[src/rtl/rom_sum_scheduler.sv]
// rom_sum_scheduler
//   Two-requester round-robin job scheduler for the ROM-read/accumulate path.
//   Each job is (base, count). The granted job walks rom_addr from base for
//   count words, sums the returned rom_data modulo 2^DATA_W, and presents the
//   sum tagged with the requester id on a valid/ready result port.
//
// Ports
//   clk, rst_n              clock (rising edge), asynchronous active-low reset
//   req_valid[1:0]          per-requester job valid
//   req_base[2*ADDR_W-1:0]  per-requester base address, slice i*ADDR_W
//   req_count[2*(ADDR_W+1)-1:0] per-requester word count (0..2^ADDR_W)
//   req_ready[1:0]          combinational accept strobe (IDLE, granted only)
//   rom_addr                registered ROM address
//   rom_data                ROM read data, valid ROM_LAT cycles after rom_addr
//   res_valid/res_ready     result handshake
//   res_sum, res_id         accumulated sum and requester id of the result
//   busy                    high whenever the controller is not idle
module rom_sum_scheduler #(
  parameter int ADDR_W  = 8,
  parameter int DATA_W  = 32,
  parameter int ROM_LAT = 1
) (
  input  logic                      clk,
  input  logic                      rst_n,
  input  logic [1:0]                req_valid,
  input  logic [2*ADDR_W-1:0]       req_base,
  input  logic [2*(ADDR_W+1)-1:0]   req_count,
  output logic [1:0]                req_ready,
  output logic [ADDR_W-1:0]         rom_addr,
  input  logic [DATA_W-1:0]         rom_data,
  output logic                      res_valid,
  input  logic                      res_ready,
  output logic [DATA_W-1:0]         res_sum,
  output logic                      res_id,
  output logic                      busy
);

  localparam int CNT_W = ADDR_W + 1;
  localparam logic [CNT_W-1:0] CNT_ONE    = CNT_W'(1);
  localparam logic [2:0]       DRAIN_LAST = 3'(ROM_LAT - 1);

  typedef enum logic [1:0] {
    IDLE  = 2'd0,
    ISSUE = 2'd1,
    DRAIN = 2'd2,
    DONE  = 2'd3
  } state_t;

  state_t              state, state_nxt;

  logic                rr_last;     // requester granted most recently
  logic                gnt_id;
  logic [ADDR_W-1:0]   base_sel;
  logic [CNT_W-1:0]    cnt_sel;
  logic                accept;
  logic                issue;
  logic                last_issue;

  logic [ADDR_W-1:0]   base_r;
  logic [CNT_W-1:0]    idx;
  logic [CNT_W-1:0]    idx_nxt;
  logic [CNT_W-1:0]    cnt_last;    // count-1, index of the final word
  logic [ROM_LAT-1:0]  vpipe;       // tracks issued addresses through the ROM
  logic [2:0]          drain_cnt;
  logic [DATA_W-1:0]   acc;

  assign res_sum = acc;
  assign idx_nxt = idx + CNT_ONE;

  // Round-robin grant: a lone requester always wins; on a tie the one not
  // granted last time wins.
  always_comb begin
    case (req_valid)
      2'b10:   gnt_id = 1'b1;
      2'b11:   gnt_id = ~rr_last;
      default: gnt_id = 1'b0;
    endcase
    base_sel = gnt_id ? req_base[ADDR_W +: ADDR_W] : req_base[0 +: ADDR_W];
    cnt_sel  = gnt_id ? req_count[CNT_W +: CNT_W]  : req_count[0 +: CNT_W];
  end

  // FSM state register
  always_ff @(posedge clk or negedge rst_n) begin
    if (!rst_n) begin
      state <= IDLE;
    end else begin
      state <= state_nxt;
    end
  end

  // FSM next-state and control outputs
  always_comb begin
    state_nxt  = state;
    req_ready  = '0;
    issue      = 1'b0;
    last_issue = (idx == cnt_last);
    busy       = (state != IDLE);
    case (state)
      IDLE: begin
        if (req_valid[gnt_id]) begin
          req_ready[gnt_id] = 1'b1;
          state_nxt = (cnt_sel == '0) ? DONE : ISSUE;
        end
      end
      ISSUE: begin
        issue = 1'b1;
        if (last_issue) begin
          state_nxt = DRAIN;
        end
      end
      DRAIN: begin
        if (drain_cnt == DRAIN_LAST) begin
          state_nxt = DONE;
        end
      end
      DONE: begin
        if (res_ready) begin
          state_nxt = IDLE;
        end
      end
      default: state_nxt = IDLE;
    endcase
    accept = req_ready[0] | req_ready[1];
  end

  // Datapath: address sequencing, latency tracking and accumulation.
  // rom_addr is loaded with base on acceptance so the first word is issued
  // in the first ISSUE cycle; the final ROM return lands on the same edge
  // that leaves DRAIN, so acc is already complete when DONE is entered.
  always_ff @(posedge clk or negedge rst_n) begin
    if (!rst_n) begin
      rom_addr  <= '0;
      res_valid <= 1'b0;
      res_id    <= 1'b0;
      rr_last   <= 1'b1;
      base_r    <= '0;
      idx       <= '0;
      cnt_last  <= '0;
      vpipe     <= '0;
      drain_cnt <= '0;
      acc       <= '0;
    end else begin
      res_valid <= (state_nxt == DONE);

      vpipe[0] <= issue;
      for (int unsigned i = 1; i < unsigned'(ROM_LAT); i++) begin
        vpipe[i] <= vpipe[i-1];
      end

      if (vpipe[ROM_LAT-1]) begin
        acc <= acc + rom_data;
      end

      case (state)
        IDLE: begin
          if (accept) begin
            base_r    <= base_sel;
            cnt_last  <= cnt_sel - CNT_ONE;
            res_id    <= gnt_id;
            rr_last   <= gnt_id;
            acc       <= '0;
            idx       <= '0;
            drain_cnt <= '0;
            if (cnt_sel != '0) begin
              rom_addr <= base_sel;
            end
          end
        end
        ISSUE: begin
          if (!last_issue) begin
            idx      <= idx_nxt;
            rom_addr <= base_r + idx_nxt[ADDR_W-1:0];
          end
        end
        DRAIN: begin
          drain_cnt <= drain_cnt + 3'd1;
        end
        default: ;
      endcase
    end
  end

endmodule

[config.mk]
export PLATFORM = sky130hd
export DESIGN_NAME = rom_sum_scheduler
export DESIGN_NICKNAME = d
export VERILOG_FILES = /design/src/rtl/rom_sum_scheduler.sv
export SDC_FILE = /design/constraint.sdc
export NUM_CORES = 1
export LEC_CHECK = 0
export CORE_MARGIN = 2
export CORE_UTILIZATION = 52
export CTS_CLUSTER_SIZE = 28
export DETAILED_ROUTE_END_ITERATION = 6
export PLACE_DENSITY = 0.81
export SYNTH_ARGS = -nofsm -noshare
export SYNTH_HDL_FRONTEND = slang
export SYNTH_SLANG_ARGS = --single-unit
[constraint.sdc]
create_clock -name clk -period 4.05 [get_ports clk]
set_input_delay 0.81 -clock clk [delete_from_list [all_inputs] [get_ports clk]]
set_output_delay 0.81 -clock clk [all_outputs]
set_load 0.02 [all_outputs]
==> reports/qor.csv, run 1 <==
stage,metric,value,unit
floorplanning,io_pins,116,
timing,max_freq,278.8,MHz
timing,slew_viol_final,0,
final_layout,drive_gt1_share,4.911,%
setup_path,path_cells,"clkdlybuf4s50_1, a21boi_4, nor3b_1, clkdlybuf4s50_1",
setup_path,critical-path-max-stage-delay,0.68,ns
synthesis,yosysWarnings,0,
final_layout,final_area,6974,µm²
power_and_ir_drop,p_sw_share,44.78,%
setup_path,cp.arrival,2.78,ns
drt,antenna_left,0,
timing,period_minus_slack,3.587,ns
drt,dr.pass1.iters,4,
timing,clock_skew,0.008874,ns
synthesis,seq_area_frac_synth,34.36,%
setup_path,crit_top_cell,clkdlybuf4s50_1,
synthesis,synth_seq_cells,75,
cts,cts_tree,yes,
timing,final_hold_viol_count,0,
cts,clkLatencyLatePin,0.36,ns
timing,setup_viol,0,
drt,num_vias,4912,
floorplanning,rows,37,
final_layout,nets,844,
power_and_ir_drop,switchingPower,2.539,mW
flow_run,cap_violations,0,
synthesis,avgSynthCellArea,8.760,µm²
drt,via_per_inst,5.652,
setup_path,end_kind,output port,
cts,htreeDepth,3,
cts,ctsHoldBuffers,0,
final_layout,fill_cells,867,
cts,cts_buffers,9,
setup_path,worstSetupPathType,input port to output port,
synthesis,synthDistinctLibCells,49,
power_and_ir_drop,comb_power_share,62.8,%
floorplanning,die_w,106.5,µm
synthesis,syn_inst,624,
global_routing,antenna_found_initial,0,
placed_design,gp_congestion,0.8820,
placed_design,io_buffer_count,115,
power_and_ir_drop,leakagePower,3.186,nW
synthesis,netlist_area,5466,µm²
drt,routed_wl,13390,µm
timing,setup-tns-final,0,ns
floorplanning,initial_core_util,53.19,%
placed_design,dpl_cell_area,6736,µm²
global_routing,first_global_vias,4889,
cts,cts_resized,0,
power_and_ir_drop,intPower,3.130,mW
timing,fin_crit_sh,88.57,%
cts,clock_tree.buffer_depth,2,
final_layout,antenna_cells,0,
drt,drcViolationCount,0,
synthesis,syn-num-nets,740,
drt,wl_per_cell,15.41,µm
global_routing,grt.total_usage,24.51,%
setup_path,worst_ep_required_time,3.24,ns
floorplanning,fp.dieH,106.5,µm
global_routing,grt_first_pass_wirelength,22430,µm
global_routing,grt_max_degree,76,
power_and_ir_drop,power.total,5.669,mW
power_and_ir_drop,seq_power_share,25.1,%
floorplanning,dieArea,11350,µm²
setup_path,slowest_stage,clkdlybuf4s50_1,
power_and_ir_drop,irDropWorstVdd,455.2,µV
cts,cts_setup_buffers,0,
power_and_ir_drop,power.density,812.8,nW/µm²
floorplanning,fp.coreArea,10280,µm²
timing,slew-limit-headroom,36.56,%
setup_path,cp-start-kind,input port,
cts,clockRootBuffer,clkbuf_8,
cts,path_clk_slew,0.08,ns
global_routing,gr-total-overflow,0,
run_status,outcome,"finished, final reports clean",
power_and_ir_drop,clock_power_share,12.1,%
timing,rsz0062_at_grt,no,
placed_design,dpl.hpwl,10310,µm
timing,worst_slew_pin_slew,0.9516,ns
setup_path,path_max_fanout,15,
drt,drt_iter0_drc,176,
worst_hold_path,hold_class,flop to flop,
final_layout,area_growth,27.58,%
synthesis,yosys_most_used_dff,dfrtp_1,
synthesis,synth_edf_count,0,
cts,cts_sinks,75,
synthesis,async_reset_ff_share,100.0,%
==> flip-flops by register name, summed over array words and instances (netlist names) <==
name	cells
base_r	8
cnt_last	9
drain_cnt	3
idx	9
res_id	1
res_sum	32
res_valid	1
rom_addr	8
rr_last	1
state	2
vpipe	1
==> area by class of cell <==
cell class	instances	area (µm²)	area share (%)
clock buffer	13	168.9	2.422
clock inverter	3	68.82	0.9867
inverter	9	33.78	0.4844
multi-input combinational	512	3461	49.62
sequential	75	1878	26.93
tap	136	170.2	2.440
timing repair buffer	121	1194	17.12
==> through the flow <==
step	hold slack (ns)	cells	utilization (%)	setup WS (ns)
floorplan	0.4563	624	-	0.5435
global placement	0.4720	853	65.55	0.3941
detailed placement	0.4730	853	65.55	0.3096
CTS	0.4984	869	67.86	0.4333
global route	0.5207	869	67.86	0.3260
finish	0.4908	869	67.86	0.4627
==> layer usage <==
metal  GRT usage, %  vias to the layer above  part of all wire (%)
met3          2.269                       26                   4.7
met2          43.73                      155                    50
met1          30.35                     2312                    43
li1               -                     2419                     -
met4          10.11                        0                   2.2
met5              0                        -                     0
==> worst max-delay path, delay by kind of cell <==
family	cells	cell delay [ns]
AOI/OAI and AO/OA	1	0.43
buffers and inverters	2	1.16
and+or+nand+nor	1	0.38
==> cells by family (layout without fill, tap and decap cells) <==
logic type / after synthesis / count (layout) / share of synthesized area, %
mux: 43 / 43 / 7.988
buf+inv: 37 / 146 / 2.586
compound gates: 172 / 172 / 19.00
simple gates: 195 / 195 / 16.37
flops: 75 / 75 / 34.36
xor+xnor: 57 / 57 / 9.133
fa+ha+maj: 45 / 45 / 10.57
==> power by group through the flow <==
stage	Combinational [mW]	Clock (mW)	Sequential, mW
final	3.56	0.684	1.42
after global routing	3.94	0.726	1.47
after CTS	3.57	0.699	1.42
after detailed placement	3.55	0	1.44
after global placement	3.43	0	1.42
after floorplan	2.31	0	1.57
==> cells in the mapped netlist, types with 3 or more instances <==
cell	instances	area, µm²
a211o_1	3	26.28
a211oi_1	8	60.06
a21o_1	28	210.2
a21oi_1	49	245.2
a31oi_1	3	18.77
and3_1	4	25.02
buf_1	3	11.26
clkbuf_1	23	86.33
dfrtp_1	74	1852
ha_1	43	538.0
inv_1	9	33.78
mux2_2	5	56.30
mux2i_1	38	380.4
nand2_1	71	266.5
nand2b_1	5	31.28
nand3_1	9	45.04
nand3b_1	5	37.54
nand4_1	8	50.05
nor2_1	59	221.5
nor2b_1	4	25.02
nor3_1	10	50.05
nor3b_1	5	37.54
o21a_1	4	30.03
o21ai_0	57	285.3
o21bai_1	5	37.54
or3_1	4	25.02
xnor2_1	36	315.3
xor2_1	21	183.9
==> layout by cell type, fill, tap and decap left out, types with 3 or more instances in the layout <==
cell type	instances
clkdlybuf4s50_1	114
buf_4	7
nand2_1	71
and3_1	4
inv_1	9
xnor2_1	36
xor2_1	21
nand3_1	9
o21a_1	4
o21ai_0	57
nand2b_1	5
ha_1	43
or3_1	4
clkbuf_8	12
dfrtp_1	74
nand4_1	8
o21bai_1	5
nand3b_1	5
nor2_1	58
mux2i_1	38
a21o_1	28
nor2b_1	4
nor3b_1	5
a211o_1	3
a211oi_1	8
a31oi_1	3
mux2_2	5
a21oi_1	49
nor3_1	10
==> final timing paths <==
check / slack [ns] / cells past startpoint / startpoint / end
worst max-delay path: 0.46 / 4 / req_valid[1] / req_ready[1]
worst min-delay path: 0.49 / 2 / rom_addr[0] / rom_addr[0]
worst max register to register: 1.14 / 10 / res_sum[3] / res_sum[29]
worst min register to register: 0.49 / 2 / rom_addr[0] / rom_addr[0]
max in group asynchronous: 2.83 / 1 / rst_n / state[0]
min in group asynchronous: 0.56 / 1 / rst_n / res_sum[15]
Note: power is estimated with default switching activity, not from simulation.
==> run 2, diff against run 1 <==
- SKIP_CTS_REPAIR_TIMING: unset -> 1
==> results of run 2 <==
No change in the layout: final DEF, timing and power equal those of run 1.
